### src/rtl/code_frame_pkg.sv
// Shared constants and state encoding for the code_frame_tx transmitter.
package code_frame_pkg;

  localparam int CODE_W = 5;
  localparam logic [CODE_W-1:0] CODE_MAX   = 5'd19;
  localparam logic [CODE_W-1:0] BLANK_CODE = 5'b00000;

  typedef enum logic [1:0] {
    IDLE = 2'd0,
    HOLD = 2'd1,
    GAP  = 2'd2
  } state_t;

endpackage

### src/rtl/code_frame_tx_parity_gen.sv
// Combinational parity generator for a 5-bit code: even (XOR) or odd (XNOR).
module parity_gen
  import code_frame_pkg::*;
#(
  parameter bit ODD_PARITY = 1'b0
) (
  input  logic [CODE_W-1:0] data,
  output logic              parity
);

  assign parity = (^data) ^ ODD_PARITY;

endmodule

### src/rtl/code_frame_tx.sv
// 5-bit code + parity frame transmitter: HOLD_CYCLES of code, GAP_CYCLES of blank.
// Optional macro FAULT_INJ_EN adds inj_fault to invert parity of a chosen frame.
module code_frame_tx
  import code_frame_pkg::*;
#(
  parameter int unsigned HOLD_CYCLES = 4,
  parameter int unsigned GAP_CYCLES  = 2,
  parameter bit          ODD_PARITY  = 1'b0,
  parameter int unsigned CNT_W       = 8
) (
  input  logic              clk,
  input  logic              rst,
  input  logic              in_valid,
  output logic              in_ready,
  input  logic [CODE_W-1:0] in_code,
`ifdef FAULT_INJ_EN
  input  logic              inj_fault,
`endif
  output logic              b1,
  output logic              b2,
  output logic              b3,
  output logic              b4,
  output logic              b5,
  output logic              b_par,
  output logic              frame_active,
  output logic              reject,
  output logic [CNT_W-1:0]  sent_count
);

  localparam int HOLD_W = $clog2(HOLD_CYCLES + 1);
  localparam int GAP_W  = $clog2(GAP_CYCLES + 1);
  // Blank frames carry deliberately wrong parity so the display stays dark.
  localparam logic BLANK_PAR = ~ODD_PARITY;

  state_t              state_q, state_d;
  logic [HOLD_W-1:0]   hold_q, hold_d;
  logic [GAP_W-1:0]    gap_q, gap_d;
  logic [CODE_W-1:0]   code_q, code_d;
  logic                par_q, par_d;
  logic                active_q, active_d;
  logic                reject_q, reject_d;
  logic                ready_q, ready_d;
  logic [CNT_W-1:0]    count_q, count_d;
  logic                code_par;
  logic                flip;

  parity_gen #(.ODD_PARITY(ODD_PARITY)) u_parity (
    .data   (in_code),
    .parity (code_par)
  );

`ifdef FAULT_INJ_EN
  assign flip = inj_fault;
`else
  assign flip = 1'b0;
`endif

  // NOTE: every always_comb output gets a default first so no path leaves it unassigned (no latches).
  always_comb begin
    state_d  = state_q;
    hold_d   = hold_q;
    gap_d    = gap_q;
    code_d   = code_q;
    par_d    = par_q;
    active_d = active_q;
    reject_d = 1'b0;
    count_d  = count_q;
    unique case (state_q)
      IDLE: begin
        if (in_valid && ready_q) begin
          if (in_code <= CODE_MAX) begin
            state_d  = HOLD;
            hold_d   = '0;
            code_d   = in_code;
            par_d    = code_par ^ flip;
            active_d = 1'b1;
          end else begin
            reject_d = 1'b1;
          end
        end
      end
      HOLD: begin
        if (hold_q == HOLD_W'(HOLD_CYCLES - 1)) begin
          state_d  = GAP;
          gap_d    = '0;
          code_d   = BLANK_CODE;
          par_d    = BLANK_PAR;
          active_d = 1'b0;
          count_d  = count_q + CNT_W'(1);
        end else begin
          hold_d = hold_q + HOLD_W'(1);
        end
      end
      GAP: begin
        if (gap_q == GAP_W'(GAP_CYCLES - 1)) begin
          state_d = IDLE;
        end else begin
          gap_d = gap_q + GAP_W'(1);
        end
      end
      default: state_d = IDLE;
    endcase
    ready_d = (state_d == IDLE);
  end

  // NOTE: sequential state uses non-blocking assignments so all registers update together at the edge.
  always_ff @(posedge clk) begin
    if (rst) begin
      state_q  <= IDLE;
      hold_q   <= '0;
      gap_q    <= '0;
      code_q   <= BLANK_CODE;
      par_q    <= BLANK_PAR;
      active_q <= 1'b0;
      reject_q <= 1'b0;
      ready_q  <= 1'b1;
      count_q  <= '0;
    end else begin
      state_q  <= state_d;
      hold_q   <= hold_d;
      gap_q    <= gap_d;
      code_q   <= code_d;
      par_q    <= par_d;
      active_q <= active_d;
      reject_q <= reject_d;
      ready_q  <= ready_d;
      count_q  <= count_d;
    end
  end

  assign {b1, b2, b3, b4, b5} = code_q;
  assign b_par        = par_q;
  assign frame_active = active_q;
  assign reject       = reject_q;
  assign in_ready     = ready_q;
  assign sent_count   = count_q;

endmodule

### config.mk
export PLATFORM = sky130hd
export DESIGN_NAME = code_frame_tx
export DESIGN_NICKNAME = d
export VERILOG_FILES = /design/src/rtl/code_frame_pkg.sv /design/src/rtl/code_frame_tx_parity_gen.sv /design/src/rtl/code_frame_tx.sv
export SDC_FILE = /design/constraint.sdc
export NUM_CORES = 1
export LEC_CHECK = 0
export BUFFER_PORTS_ARGS = -buffer_cell sky130_fd_sc_hd__buf_4
export CAP_MARGIN = 25
export CORE_AREA = 4 4 46 68
export CTS_BUF_LIST = sky130_fd_sc_hd__clkbuf_8
export DETAILED_ROUTE_END_ITERATION = 10
export DIE_AREA = 0 0 50 72
export PLACE_DENSITY = 0.71
export SLEW_MARGIN = 20
export SYNTH_ARGS = -nofsm -noshare
export SYNTH_HDL_FRONTEND = slang
export SYNTH_SLANG_ARGS = --single-unit
### constraint.sdc
create_clock -name clk -period 2.07 [get_ports clk]
set_input_delay 0.1035 -clock clk [delete_from_list [all_inputs] [get_ports clk]]
set_output_delay 0.1035 -clock clk [all_outputs]
set_load 0.01 [all_outputs]
; Yosys cells after proc, flatten, opt, wreduce, memory -nomap -nowiden
; Index checks and enable logic that the tools add are counted.
[totals]
reg_bits = 24
latchBits = 0
mem_bits_rw = 0
romBits = 0
wordCells = 60
mem_count = 0
[classes]
n_addsub = 3
multipliers = 0
div = 0
n_lt_le_gt_ge = 1
eq_ne = 9
shift = 0
mux = 25
bitwise_logic = 2
reduce_logical = 11
[ops]
columns = op, n
row1 = 5-bit 2-to-1 mux, 3
row2 = 2-bit 2-to-1 mux, 6
row3 = 2-bit != test (second input constant), 5
row4 = 5-bit case mux with 2 select lines, 1
row5 = 3-bit 2-to-1 mux, 3
row6 = 8-bit by 1-bit adder with 8-bit output (second input constant), 1
row7 = 4-bit AND reduction, 2
row8 = 1-bit 2-to-1 mux, 7
row9 = 2-bit case mux with 3 select lines, 1
row10 = 3-bit case mux with 2 select lines, 1
row11 = 5-bit less-or-equal comparator (second input constant), 1
row12 = 5-bit XOR reduction, 1
row13 = 2-bit by 1-bit == test with 1-bit output (second input constant), 2
row14 = 2-bit logical NOT, 2
row15 = 1-bit case mux with 2 select lines, 2
row16 = 2-bit case mux with 2 select lines, 1
row17 = 2-bit nonzero test, 2
row18 = 3-bit by 1-bit adder with 3-bit output (second input constant), 1
row19 = 3-bit by 2-bit == test with 1-bit output (second input constant), 1
row20 = 3-bit AND reduction, 1
row21 = 3-bit OR reduction, 1
row22 = 2-bit by 1-bit adder with 2-bit output (second input constant), 1
row23 = 2-bit == test (second input constant), 1
row24 = 1-bit inverter, 2
row25 = 2 further kinds, 2

; Depth between registers and ports, before layout
[logic_depth]
ltp_word = 5
depth_mapped = 7

; Modules after synthesis
; From an unflattened synthesis, not the netlist that was laid out.
[hier_totals]
hier_cells = 119
hier_area_um2 = 1141.1
[by_module_without_submodules]
columns = module, instances, cells_each, area_each_um2, seq_area_each_um2
row1 = code_frame_tx, 1, 116, 1101.1, 480.5
row2 = parity_gen, 1, 3, 40.0, 0.0

; Worst setup path before layout
; Ideal clock, no wire load.
[synth_timing]
path_kind = register to register
from = register hold_q[0]
to = register hold_q[2]
setup_ns = 0.128
arrival_ns = 1.396
slack_ns = 0.547
stages_incl_launch_ff = 6
n_path_buf = 0
cell_sequence = dfxtp_1 -> ha_1 -> ha_1 -> or3b_2 -> a31oi_1 -> nor2_1
[synth_between]
elab_chain_cells = 3
[synth_rtl]
columns = element, line
row1 = from (decl), code_frame_tx.sv:36  ; logic [HOLD_W-1:0] hold_q, hold_d;
row2 = from (signal assigned), code_frame_tx.sv:120  ; hold_q <= hold_d;
row3 = 3-bit by 1-bit adder with 3-bit output or 3-bit by 2-bit == test with 1-bit output (tied branches), "code_frame_tx.sv:91, code_frame_tx.sv:83"
row4 = 3-bit 2-to-1 mux or 2-bit != test (tied branches), -
row5 = 3-bit case mux with 2 select lines or 4-bit AND reduction (tied branches), -
; Parallel ways exist; a longest one is shown, timed or not. The select of a mux whose other input is x is not followed.
; A chain may end at the register's enable or synchronous reset.

; Worst setup path after layout
[layout_timing]
from = register hold_q[0]
to = register count_q[7], in the netlist sent_count[7]
[layout_between]
elab_chain_cells = 2
[layout_rtl]
columns = element, line
row1 = 3-bit by 2-bit == test with 1-bit output, code_frame_tx.sv:83  ; if (hold_q == HOLD_W'(HOLD_CYCLES - 1)) begin
row2 = 2-bit AND reduction (no line), -
row3 = to (signal assigned), code_frame_tx.sv:127  ; count_q <= count_d;
row4 = to (decl), code_frame_tx.sv:43  ; logic [CNT_W-1:0] count_q, count_d;
; Every way passes these cells.

==> qor_table.md <==
| Metric | Reported | Unit |
|:---|:---|:---|
| Outcome | complete, no violations | - |
| Reg clk slew, reported paths | 0.09 | ns |
| Crit Reg-Reg Endpoint | sent_count[7] | - |
| Critical Path Fanout Max | 7 | - |
| Setup crit start kind | register | - |
| Final std cell area, no fill | 1380 | sq um |
| # diodes | 0 | - |
| GR Layer Usage met1 | 14.4 | % |
| Total grt overflow | 0 | - |
| Max-capacitance violation count | 0 | - |
| Placeable core area | 2620 | sq um |
| Worst relative slew slack | 77.1 | % |
| Later-pin clock latency in the skew report | 0.27 | ns |
| Layout Area Growth over Synthesis | 24.9 | % |
| Chip Height | 72 | um |
| Top post-synthesis cells by area | dfxtp_1 43%, ha_1 6.8%, a21oi_1 5.4% | - |
| Number of synthesized register bits | 24 | - |
| Post-Synthesis Net Count | 137 | - |
| Hold_sp | in_code[2] | - |
| Worst setup slack after layout | 0.363 | ns |
| Clock tree from TritonCTS | built | - |
| CP most frequent cell | ha_1 | - |
| Shortest period the worst path allows | 1.71 | ns |
| Post-Syn Instances | 123 | - |
| Initial cell density of the core | 42.2 | % |
| Primary flip-flop cell chosen by synthesis mapping | dfxtp_1 | - |
| Routability congestion estimate from global placement | 0.717 | - |
| Worst r2r path cells | 6 | - |
| Library cell with the largest summed area after synthesis | dfxtp_1 | - |
| Slack of the worst reg-to-reg path | 0.36 | ns |
| Post CTS Setup Buffer Count | 0 | - |
| Crit path kind | reg -> reg | - |
| Average size of a mapped cell | 8.99 | sq um |
| Total of fill cells in the finished design | 265 | - |
| Fraction of layout instances using a drive strength above 1 | 23.6 | % |
| Most used routing layer in global routing | met2 | - |
| Most instantiated library cell after synthesis | dfxtp_1 | - |
| Slowest library cell on the worst path | nor4_2 | - |
| Number of buffers inserted by port buffering | 24 | - |
| Number of DRC markers in iteration 0 | 19 | - |
| Unrepaired setup endpoints after global routing | false | - |
| Number of clock buffers inserted by TritonCTS | 3 | - |
| Number of warnings reported in the yosys synthesis log | 0 | - |
| Clock Root Buffer | clkbuf_8 | - |
| Number of buffers and inverters on the critical path | 0 | - |
| Per-cell via count in the routed design | 5.02 | - |
| Delay of the slowest cell on the worst path | 0.39 | ns |
| Drt wl/cell | 12.2 | um |
| PostCTS Resize Cnt | 0 | - |
| First-pass iteration count of the detailed router | 4 | - |
| Number of antenna-violating nets in the routed design | 0 | - |
| Final hold vios | 0 | - |
| Site row count | 23 | - |
| Final Max Slew Viols | 0 | - |
| Required time at the endpoint of the critical path | 2.24 | ns |
| Total wire length | 2.26 | mm |
| DRC viols | 0 | - |
| TritonCTS Sinks | 24 | - |
| Combinational share of power | 11.6 | % |
| Total internal power | 794 | uW |
| Sequential standard cell area | 480 | sq um |
| Hold-fix buffers at CTS | 0 | - |
| Class of the tightest hold or removal check | in -> reg | - |
| Die span in x | 50 | um |
| Half-perimeter wire length after detailed placement | 1.79 | mm |
| Number of ports placed on the die boundary | 25 | - |
| Placed cell areas | 1310 | sq um |
| Cell area after technology mapping | 1110 | sq um |
| Total placed cells including tap cells | 181 | - |
| Lkg Pwr | 0.000560 | uW |
| Period utilisation layout | 82.5 | % |
| Hold-critical path depth | 3 | - |
| Overall global routing resource usage | 14.0 | % |
| Total negative slack | 0 | ns |
| Unique cell type count in the Yosys netlist | 29 | - |
| Pwr Density | 738 | nW/um^2 |
| Clock network fraction of design power | 40.2 | % |
| Share of the synthesized area in the top cell type | 43.4 | % |
| DIE AREA | 3600 | sq um |
| WHS Endpoint | code_q[2] | - |
| Switching power | 225 | uW |
| Setup violations, final | 0 | - |
| Number of nets in the layout | 163 | - |
| Critical Path End Type | register | - |
| Routed via count | 928 | - |
| Cell breakdown of the critical path | ha_1, ha_1, nand3b_1, nor4_2, xnor2_1, nor2_1 | - |
| Max Clock Freq | 586 | MHz |
| Number of enable flip-flop cells after synthesis | 0 | - |
| Number of buffers between clock root and the deepest sink | 2 | - |
| Met3 usage | 2.46 | % |
| Maximum number of pins on one net before global-route repair | 24 | - |
| Non-filler cells in the finished layout | 185 | - |
| Worst slack at placement | 0.353 | ns |
| Htree depth | 1 | - |
| Peak supply drop | 0.479 | mV |
| Antenna violations before repair | 0 | - |
| M2 GR Usage | 26.3 | % |
| Share of the yosys chip area belonging to registers | 43.4 | % |
| Origin of the worst setup path | hold_q[0] | - |
| Worst-Margin Slew | 0.342 | ns |
| Async set-or-reset flop fraction in the synthesized netlist | 0 | % |
| Category of cells accounting for the largest share of critical-path delay | simple AND/OR/NAND/NOR gates | - |
| Top cells by instance count after synthesis | 24 x dfxtp_1, 15 x nand2_1, 15 x nor2_1 | - |
| Vias in the first global route | 928 | - |
| Share of total power in sequential cells | 48.2 | % |
| Worst Skew | 0.00824 | ns |
| Area of the multi-input gates | 573 | sq um |
| FF-to-FF Start | hold_q[0] | - |
| Switching share of total power | 22.1 | % |
| Wire length of the first global-routing pass | 3.96 | mm |
| Data arrival time of the critical path | 1.87 | ns |
power groups by stage:
| stage | logic [uW] | registers (uW) | clock network, uW |
|---|---|---|---|
| floorplan | 69.0 | 506 | 0 |
| global placement | 116 | 502 | 0 |
| detailed placement | 120 | 502 | 0 |
| CTS | 120 | 492 | 419 |
| global route | 131 | 495 | 437 |
| finish | 118 | 491 | 410 |
cells in the final DEF, fill, tap and decap left out, types with 2 or more instances in the layout:
master | Yosys | layout
nor2_1 | 15 | 15
ha_1 | 6 | 6
dfxtp_1 | 24 | 24
xnor2_1 | 5 | 5
buf_4 | 0 | 25
nor3_1 | 4 | 4
or3_1 | 2 | 2
o21ai_0 | 4 | 4
clkbuf_8 | 0 | 3
inv_1 | 6 | 6
nand2_1 | 15 | 15
a31o_1 | 2 | 2
a21oi_1 | 12 | 12
xor2_1 | 2 | 2
nand3_1 | 8 | 8
cells by family (layout without fill, tap and decap cells):
group	count (synthesis)	in the layout	share of synthesized area (%)
xor+xnor	7	7	5.54
buf+inv	10	35	4.75
flops	24	24	43.4
simple gates	54	54	26.7
fa+ha+maj	6	6	6.79
compound gates	22	22	12.8
through the flow:
step | total power, uW | utilization, % | hold slack (ns)
final | 1020 | 52.7 | 0.0871
after global routing | 1060 | 52.7 | 0.102
after CTS | 1030 | 52.7 | 0.0867
after detailed placement | 622 | 50.0 | 0.385
after global placement | 617 | 50.0 | 0.378
after floorplan | 575 | - | 0.182
flip-flops by register name, indices dropped and copies added, names as in the netlist:
name and cells:
sent_count 8, b_par 1, gap_q 2, reject 1
in_ready 1, state_q 2, hold_q 3, code_q 5
frame_active 1
worst max-delay path by stage:
stage                          to  slack (ns)  cells past startpoint
floorplan               hold_q[2]        0.55                      5
global placement    sent_count[7]        0.46                      6
detailed placement  sent_count[7]        0.35                      6
CTS                 sent_count[7]        0.35                      6
global route        sent_count[7]        0.18                      6
finish              sent_count[7]        0.36                      6
worst min-delay path, cell delays in order:
cell	delay, ns
buf_4	0.12
nand2_1	0.05
a21oi_1	0.05
layout make-up:
class                   instances  area share [%]
flip-flops and latches         24            34.8
well taps                      37            3.35
clock buffers                   3            2.99
clock inverters                 1            2.17
multi-input cells              89            41.5
inverters                       6            1.63
repair buffers                 25            13.6
metal layers:
metal	up-vias	routed length, um	share of wire, %
met3	5	97	4.3
met1	434	922	41
li1	468	-	-
met5	-	0	0
met2	21	1180	52
met4	0	54	2.4
(Power assumes the default switching activity.)
